==> src/rtl/ps2_pkg.sv <==
// Shared PS/2 scan-code constants, direction and parser types for the keyboard front end.
// Also holds the scan-code to KEYS_HELD bit lookup used by the decoder.
package ps2_pkg;

  localparam logic [7:0] CodeErr   = 8'h00;
  localparam logic [7:0] CodeE0    = 8'hE0;
  localparam logic [7:0] CodeF0    = 8'hF0;
  localparam logic [7:0] CodeUp    = 8'h75;
  localparam logic [7:0] CodeRight = 8'h74;
  localparam logic [7:0] CodeDown  = 8'h72;
  localparam logic [7:0] CodeLeft  = 8'h6B;
  localparam logic [7:0] CodeEsc   = 8'h76;
  localparam logic [7:0] CodeS     = 8'h1B;
  localparam logic [7:0] CodeP     = 8'h4D;
  localparam logic [7:0] CodeR     = 8'h2D;

  // KEYS_HELD bit positions; arrow indices double as direction encodings.
  localparam logic [2:0] KeyUp    = 3'd0;
  localparam logic [2:0] KeyRight = 3'd1;
  localparam logic [2:0] KeyDown  = 3'd2;
  localparam logic [2:0] KeyLeft  = 3'd3;
  localparam logic [2:0] KeyEsc   = 3'd4;
  localparam logic [2:0] KeyS     = 3'd5;
  localparam logic [2:0] KeyP     = 3'd6;
  localparam logic [2:0] KeyR     = 3'd7;

  typedef enum logic [1:0] {
    DirUp    = 2'd0,
    DirRight = 2'd1,
    DirDown  = 2'd2,
    DirLeft  = 2'd3
  } dir_t;

  typedef enum logic [1:0] {
    StIdle,
    StExt,
    StBrk,
    StExtBrk
  } parse_state_t;

  typedef struct packed {
    logic       hit;
    logic [2:0] idx;
  } key_hit_t;

  // Arrows map with or without the E0 prefix; the other keys only without it.
  function automatic key_hit_t key_lookup(input logic [7:0] code, input logic ext);
    key_hit_t res;
    res.hit = 1'b1;
    res.idx = KeyUp;
    case (code)
      CodeUp:    res.idx = KeyUp;
      CodeRight: res.idx = KeyRight;
      CodeDown:  res.idx = KeyDown;
      CodeLeft:  res.idx = KeyLeft;
      CodeEsc: begin
        res.idx = KeyEsc;
        res.hit = ~ext;
      end
      CodeS: begin
        res.idx = KeyS;
        res.hit = ~ext;
      end
      CodeP: begin
        res.idx = KeyP;
        res.hit = ~ext;
      end
      CodeR: begin
        res.idx = KeyR;
        res.hit = ~ext;
      end
      default: res.hit = 1'b0;
    endcase
    return res;
  endfunction

  function automatic dir_t dir_opposite(input dir_t d);
    return dir_t'(d ^ 2'd2);
  endfunction

endpackage

==> src/rtl/ps2_strobe_sync.sv <==
// Brings the PS2_CLK-domain data strobe into the system clock domain and emits a one-cycle
// valid pulse together with the data word captured on that same edge.
module ps2_strobe_sync #(
  parameter int unsigned SYNC_STAGES = 2,
  parameter int unsigned DATA_W      = 8
) (
  input  logic              i_clk,
  input  logic              i_rst,
  input  logic              i_strobe,
  input  logic [DATA_W-1:0] i_data,
  output logic              o_valid,
  output logic [DATA_W-1:0] o_data
);

  logic [SYNC_STAGES-1:0] r_sync;
  logic                   r_last;
  logic                   r_valid;
  logic [DATA_W-1:0]      r_data;
  logic                   w_rise;

  assign w_rise = r_sync[SYNC_STAGES-1] & ~r_last;

  // i_data is stable from strobe rise until the next rise, so sampling it here is safe.
  always_ff @(posedge i_clk) begin
    if (i_rst) begin
      r_sync  <= '0;
      r_last  <= 1'b0;
      r_valid <= 1'b0;
      r_data  <= '0;
    end else begin
      r_sync  <= {r_sync[SYNC_STAGES-2:0], i_strobe};
      r_last  <= r_sync[SYNC_STAGES-1];
      r_valid <= w_rise;
      if (w_rise) begin
        r_data <= i_data;
      end
    end
  end

  assign o_valid = r_valid;
  assign o_data  = r_data;

endmodule

==> src/rtl/ps2_key_decoder.sv <==
// Parses make/break/extended PS/2 sequences into a held-key bitmap, game command pulses and a
// tick-committed snake direction that never reverses onto itself.
module ps2_key_decoder
  import ps2_pkg::*;
#(
  parameter int unsigned SYNC_STAGES    = 2,
  parameter int unsigned PREFIX_TIMEOUT = 1000000,
  parameter logic [1:0]  RESET_DIR      = 2'd1
) (
  input  logic       i_clk,
  input  logic       i_rst,
  input  logic       i_scan_strobe,
  input  logic [7:0] i_scan_data,
  input  logic       i_game_tick,
  output logic [1:0] o_dir,
  output logic       o_dir_changed,
  output logic [7:0] o_keys_held,
  output logic       o_cmd_start,
  output logic       o_cmd_restart,
  output logic       o_cmd_esc,
  output logic       o_paused
);

  localparam int unsigned TmoW = ($clog2(PREFIX_TIMEOUT) > 0) ? $clog2(PREFIX_TIMEOUT) : 1;
  localparam logic [TmoW-1:0] TmoLast = TmoW'(PREFIX_TIMEOUT - 1);

  logic         w_byte_valid;
  logic [7:0]   w_byte;
  parse_state_t r_state;
  parse_state_t w_state_next;
  logic [TmoW-1:0] r_tmo_cnt;
  logic         w_tmo_hit;
  logic         w_make;
  logic         w_break;
  logic         w_ext;
  key_hit_t     w_key;
  logic         w_new_press;

  dir_t       r_dir;
  dir_t       r_pending;
  logic       r_dir_changed;
  logic [7:0] r_keys;
  logic       r_cmd_start;
  logic       r_cmd_restart;
  logic       r_cmd_esc;
  logic       r_paused;

  ps2_strobe_sync #(
    .SYNC_STAGES (SYNC_STAGES),
    .DATA_W      (8)
  ) u_sync (
    .i_clk    (i_clk),
    .i_rst    (i_rst),
    .i_strobe (i_scan_strobe),
    .i_data   (i_scan_data),
    .o_valid  (w_byte_valid),
    .o_data   (w_byte)
  );

  assign w_tmo_hit = (r_state != StIdle) && (r_tmo_cnt == TmoLast);

  // Byte 00 is an overrun marker: it neither produces an event nor disturbs a pending prefix.
  always_comb begin
    w_state_next = r_state;
    w_make       = 1'b0;
    w_break      = 1'b0;
    w_ext        = 1'b0;
    if (w_byte_valid) begin
      if (w_byte != CodeErr) begin
        case (r_state)
          StIdle: begin
            if (w_byte == CodeE0) begin
              w_state_next = StExt;
            end else if (w_byte == CodeF0) begin
              w_state_next = StBrk;
            end else begin
              w_make = 1'b1;
            end
          end
          StExt: begin
            if (w_byte == CodeF0) begin
              w_state_next = StExtBrk;
            end else if (w_byte != CodeE0) begin
              w_make       = 1'b1;
              w_ext        = 1'b1;
              w_state_next = StIdle;
            end
          end
          StBrk: begin
            w_break      = 1'b1;
            w_state_next = StIdle;
          end
          StExtBrk: begin
            w_break      = 1'b1;
            w_ext        = 1'b1;
            w_state_next = StIdle;
          end
          default: w_state_next = StIdle;
        endcase
      end
    end else if (w_tmo_hit) begin
      w_state_next = StIdle;
    end
  end

  always_ff @(posedge i_clk) begin
    if (i_rst) begin
      r_state <= StIdle;
    end else begin
      r_state <= w_state_next;
    end
  end

  always_ff @(posedge i_clk) begin
    if (i_rst) begin
      r_tmo_cnt <= '0;
    end else if (w_byte_valid || (r_state == StIdle) || w_tmo_hit) begin
      r_tmo_cnt <= '0;
    end else begin
      r_tmo_cnt <= r_tmo_cnt + TmoW'(1);
    end
  end

  always_comb begin
    w_key       = key_lookup(w_byte, w_ext);
    w_new_press = w_make && w_key.hit && !r_keys[w_key.idx];
  end

  // A tick and a press in the same cycle: the tick commits the old pending value because both
  // registers update on the same edge.
  always_ff @(posedge i_clk) begin
    if (i_rst) begin
      r_dir         <= dir_t'(RESET_DIR);
      r_pending     <= dir_t'(RESET_DIR);
      r_dir_changed <= 1'b0;
      r_keys        <= '0;
      r_cmd_start   <= 1'b0;
      r_cmd_restart <= 1'b0;
      r_cmd_esc     <= 1'b0;
      r_paused      <= 1'b0;
    end else begin
      r_dir_changed <= 1'b0;
      r_cmd_start   <= 1'b0;
      r_cmd_restart <= 1'b0;
      r_cmd_esc     <= 1'b0;
      if (i_game_tick) begin
        r_dir         <= r_pending;
        r_dir_changed <= (r_pending != r_dir);
      end
      if (w_new_press) begin
        r_keys[w_key.idx] <= 1'b1;
        case (w_key.idx)
          KeyUp, KeyRight, KeyDown, KeyLeft: begin
            if (dir_t'(w_key.idx[1:0]) != dir_opposite(r_dir)) begin
              r_pending <= dir_t'(w_key.idx[1:0]);
            end
          end
          KeyEsc: r_cmd_esc <= 1'b1;
          KeyS: begin
            r_cmd_start <= 1'b1;
            r_paused    <= 1'b0;
          end
          KeyP: r_paused <= ~r_paused;
          KeyR: begin
            r_cmd_restart <= 1'b1;
            r_pending     <= dir_t'(RESET_DIR);
          end
          default: ;
        endcase
      end else if (w_break && w_key.hit) begin
        r_keys[w_key.idx] <= 1'b0;
      end
    end
  end

  assign o_dir         = r_dir;
  assign o_dir_changed = r_dir_changed;
  assign o_keys_held   = r_keys;
  assign o_cmd_start   = r_cmd_start;
  assign o_cmd_restart = r_cmd_restart;
  assign o_cmd_esc     = r_cmd_esc;
  assign o_paused      = r_paused;

endmodule

==> config.mk <==
export PLATFORM = sky130hd
export DESIGN_NAME = ps2_key_decoder
export DESIGN_NICKNAME = d
export VERILOG_FILES = /design/src/rtl/ps2_pkg.sv /design/src/rtl/ps2_strobe_sync.sv /design/src/rtl/ps2_key_decoder.sv
export SDC_FILE = /design/constraint.sdc
export NUM_CORES = 1
export LEC_CHECK = 0
export CELL_PAD_IN_SITES_DETAIL_PLACEMENT = 1
export CELL_PAD_IN_SITES_GLOBAL_PLACEMENT = 2
export CORE_ASPECT_RATIO = 1.25
export CORE_MARGIN = 1
export CORE_UTILIZATION = 37
export CTS_CLUSTER_SIZE = 8
export DETAILED_ROUTE_END_ITERATION = 16
export PLACE_DENSITY = 0.9
export SYNTH_ARGS = -nofsm -noshare
export SYNTH_HDL_FRONTEND = slang
export SYNTH_SLANG_ARGS = --single-unit
==> constraint.sdc <==
create_clock -name i_clk -period 3.8 [get_ports i_clk]
set_input_delay 0.76 -clock i_clk [delete_from_list [all_inputs] [get_ports i_clk]]
set_output_delay 0.76 -clock i_clk [all_outputs]
set_load 0.01 [all_outputs]
==> results by group <==
Timing
  • Slew @ Worst Pin: 0.901 ns
  • Max_slew headroom: 39.8%
  • Skew final: 0.00975 ns
  • Final worst-path setup slack: 0.752 ns
  • RSZ-0062 raised after global routing: no
  • Hold Vio Cnt, Final: 0
  • Pins over their slew limit: 0
  • Setup TNS: 0 ns
  • Tmin final: 3.05 ns
  • Hold_ws: 0.418 ns
  • Final worst path period share: 80.2%
  • Count of final setup violators: 0
  • Max Fclk: 328 MHz

Run status
  • Status: completed

Finish
  • Ant. Diodes: 0
  • Most common cell after layout, fill and taps aside: dfxtp_1
  • Finished layout cell area: 2920 sq um
  • Multi-input gate area: 1390 sq um
  • Fill cell count: 813
  • Ratio of cells with drive above 1 in the final layout: 5.79%
  • Most frequent cells in the layout: dfxtp_1, nor2_1, clkdlybuf4s50_1
  • Area Growth Syn to Fin: 14.6%
  • Fin nets: 323
  • Storage cell area: 1020 sq um

Pwr
  • Internal power: 691 uW
  • P_leak: 0.946 nW
  • Comb power frac: 4.7%
  • Sequential power share: 60.4%
  • Clock power frac: 34.9%
  • Switching Fraction: 24.0%
  • PD cells: 312 nW/um^2
  • Switching power: 218 uW
  • VDD IR max: 122 uV

Setup path
  • Crit start category: flip-flop
  • Slowest CP cell: nor4bb_1
  • Max stage delay on crit path: 0.62 ns
  • Crit path max fanout: 13
  • CP Cell Sequence: nor4bb_1, o2bb2ai_1, a31oi_1, o32ai_1, nand3b_1, o41ai_1
  • CP arrival: 3.23 ns
  • Buf+Inv Stages, Crit Path: 0
  • Crit-path leading delay family: compound AO/OA/AOI/OAI gates
  • CP required: 3.99 ns
  • CP Class: reg -> reg
  • Crit end category: flip-flop

Logic synthesis
  • Number of synthesized flops with an enable pin: 0
  • Top FF cell, synth: dfxtp_1
  • Post-Syn Instances: 294
  • Syn avg cell area: 8.66 sq um
  • Synthesized flop and latch total: 51
  • Syn. warnings: 0
  • Ys async rst share: 0%
  • Netlist Area Pre-Place: 2540 sq um
  • Synthesized Nets: 307
  • Register area share after synthesis: 40.1%
  • Synth unique cells: 52

Clock tree
  • Setup bufs post-CTS: 0
  • CTS tree: yes
  • Hold_buf cts: 0
  • Clk root buf: clkbuf_8
  • CTS Buf Count: 5
  • Clock Path Buffers: 2
  • CTS sink count: 51
  • CTS H-Tree Depth: 2
  • Resize count post-CTS: 0
  • Worst-Skew Late Latency: 0.31 ns
  • Reg clk slew, reported paths: 0.09 ns

Min path
  • HP Class: reg -> reg

Global route
  • Total gr overflow: 0
  • Vias in the first global route: 2,104
  • Largest net degree at the start of global routing: 21
  • Initial antenna violation count: 0
  • Overall Global Routing Usage: 17.4%
  • Global-route wire length before repair: 9960 microns

Routing
  • # DRC: 0
  • Detailed-route via count: 2,093
  • Final WL: 5850 microns
  • Vias per cell: 5.26
  • Initial drt markers: 70
  • DR WL/cell: 14.7 microns
  • Pre-antenna DRT Iters: 4
  • Detail Route Antenna Nets: 0

Floorplan
  • Die width: 76.2 microns
  • Initial Utilization: 38.5%
  • Site row count: 33
  • I/O pin total: 27
  • Core ar.: 6610 sq um
  • Die area: 7220 sq um
  • Die outline height: 94.7 microns

Placement
  • DP Wirelength: 4320 microns
  • Port Buf Inserts: 26
  • Placed Area: 2830 sq um
  • Routability congestion estimate: 0.822
  • Pre-CTS setup slack: 0.833 ns

Flow run
  • Max-cap violations: 0
==> power groups by stage <==
stage | logic [mW] | clock network, mW | registers (mW)
final | 0.0426 | 0.318 | 0.549
after global routing | 0.0471 | 0.349 | 0.550
after detailed placement | 0.0429 | 0 | 0.561
after global placement | 0.0425 | 0 | 0.561
after floorplan | 0.0303 | 0 | 0.554
after CTS | 0.0431 | 0.329 | 0.548
==> Yosys cell counts, types with 2 or more instances <==
| cell | instances | area, sq um |
|---|---|---|
| xnor2_1 | 10 | 87.6 |
| a211oi_1 | 3 | 22.5 |
| buf_6 | 3 | 33.8 |
| o32ai_1 | 2 | 17.5 |
| o31ai_1 | 4 | 30.0 |
| a31oi_1 | 2 | 12.5 |
| o31ai_2 | 3 | 37.5 |
| nand3b_1 | 2 | 15.0 |
| clkbuf_1 | 11 | 41.3 |
| nor2b_1 | 15 | 93.8 |
| nor4_1 | 3 | 18.8 |
| or3_1 | 3 | 18.8 |
| nor4bb_1 | 2 | 20.0 |
| or4_1 | 2 | 15.0 |
| nor2_1 | 39 | 146 |
| o21ai_0 | 12 | 60.1 |
| nand2_1 | 13 | 48.8 |
| and2_1 | 3 | 18.8 |
| nand2b_1 | 7 | 43.8 |
| nor3_1 | 10 | 50.1 |
| and3_1 | 8 | 50.1 |
| a21oi_1 | 11 | 55.1 |
| inv_1 | 10 | 37.5 |
| nand4_1 | 6 | 37.5 |
| mux2i_1 | 10 | 100 |
| buf_2 | 3 | 15.0 |
| dfxtp_1 | 51 | 1020 |
| xor2_1 | 10 | 87.6 |
| nand3_1 | 13 | 65.1 |
==> worst paths after layout <==
check | endpoint | from | cells after the start | slack (ns)
max | o_paused | u_sync.o_data[3] | 6 | 0.75
min | u_sync.o_valid | u_sync.r_last | 1 | 0.42
max reg2reg | o_paused | u_sync.o_data[3] | 6 | 0.75
min reg2reg | u_sync.o_valid | u_sync.r_last | 1 | 0.42
==> routing by layer <==
metal  GRT usage, %  share of wire (%)  wire [microns]  vias to the layer above
li1               -                  -               -                     1057
met1           19.6                 45            2610                     1009
met2           32.7                 52            3030                       18
met3           3.67                2.0             118                        9
met4           5.61                1.7              99                        0
met5              0                  0               0                        -
==> logic make-up after synthesis <==
family	Yosys count	share of synthesized area, %
multiplexers	12	5.41
AND/OR/NAND/NOR	133	27.7
flip-flops	51	40.1
adder cells (fa/ha/maj)	1	0.492
AO/OA/AOI/OAI	49	14.3
buffers and inverters	28	5.16
XOR/XNOR	20	6.88
==> worst register-to-register path, stage by stage (launching register included) <==
cell       delay (ns)
dfxtp_1          0.48
nor4bb_1         0.62
o2bb2ai_1        0.18
a31oi_1          0.20
o32ai_1          0.31
nand3b_1         0.57
o41ai_1          0.57
==> layout make-up <==
class,count,share of cell area [%]
Clock buffer,5,2.36
Clock inverter,3,0.686
Inverter,10,1.29
Multi-Input combinational cell,215,47.7
Sequential cell,51,35.0
Tap cell,87,3.73
Timing Repair Buffer,27,9.18
==> stage by stage <==
stage / util, % / instances / total power, mW
after floorplan: - / 294 / 0.585
after global placement: 42.8 / 390 / 0.603
after detailed placement: 42.8 / 390 / 0.604
after CTS: 44.1 / 398 / 0.920
after global routing: 44.1 / 398 / 0.946
final: 44.1 / 398 / 0.909
(Power assumes the default switching activity.)
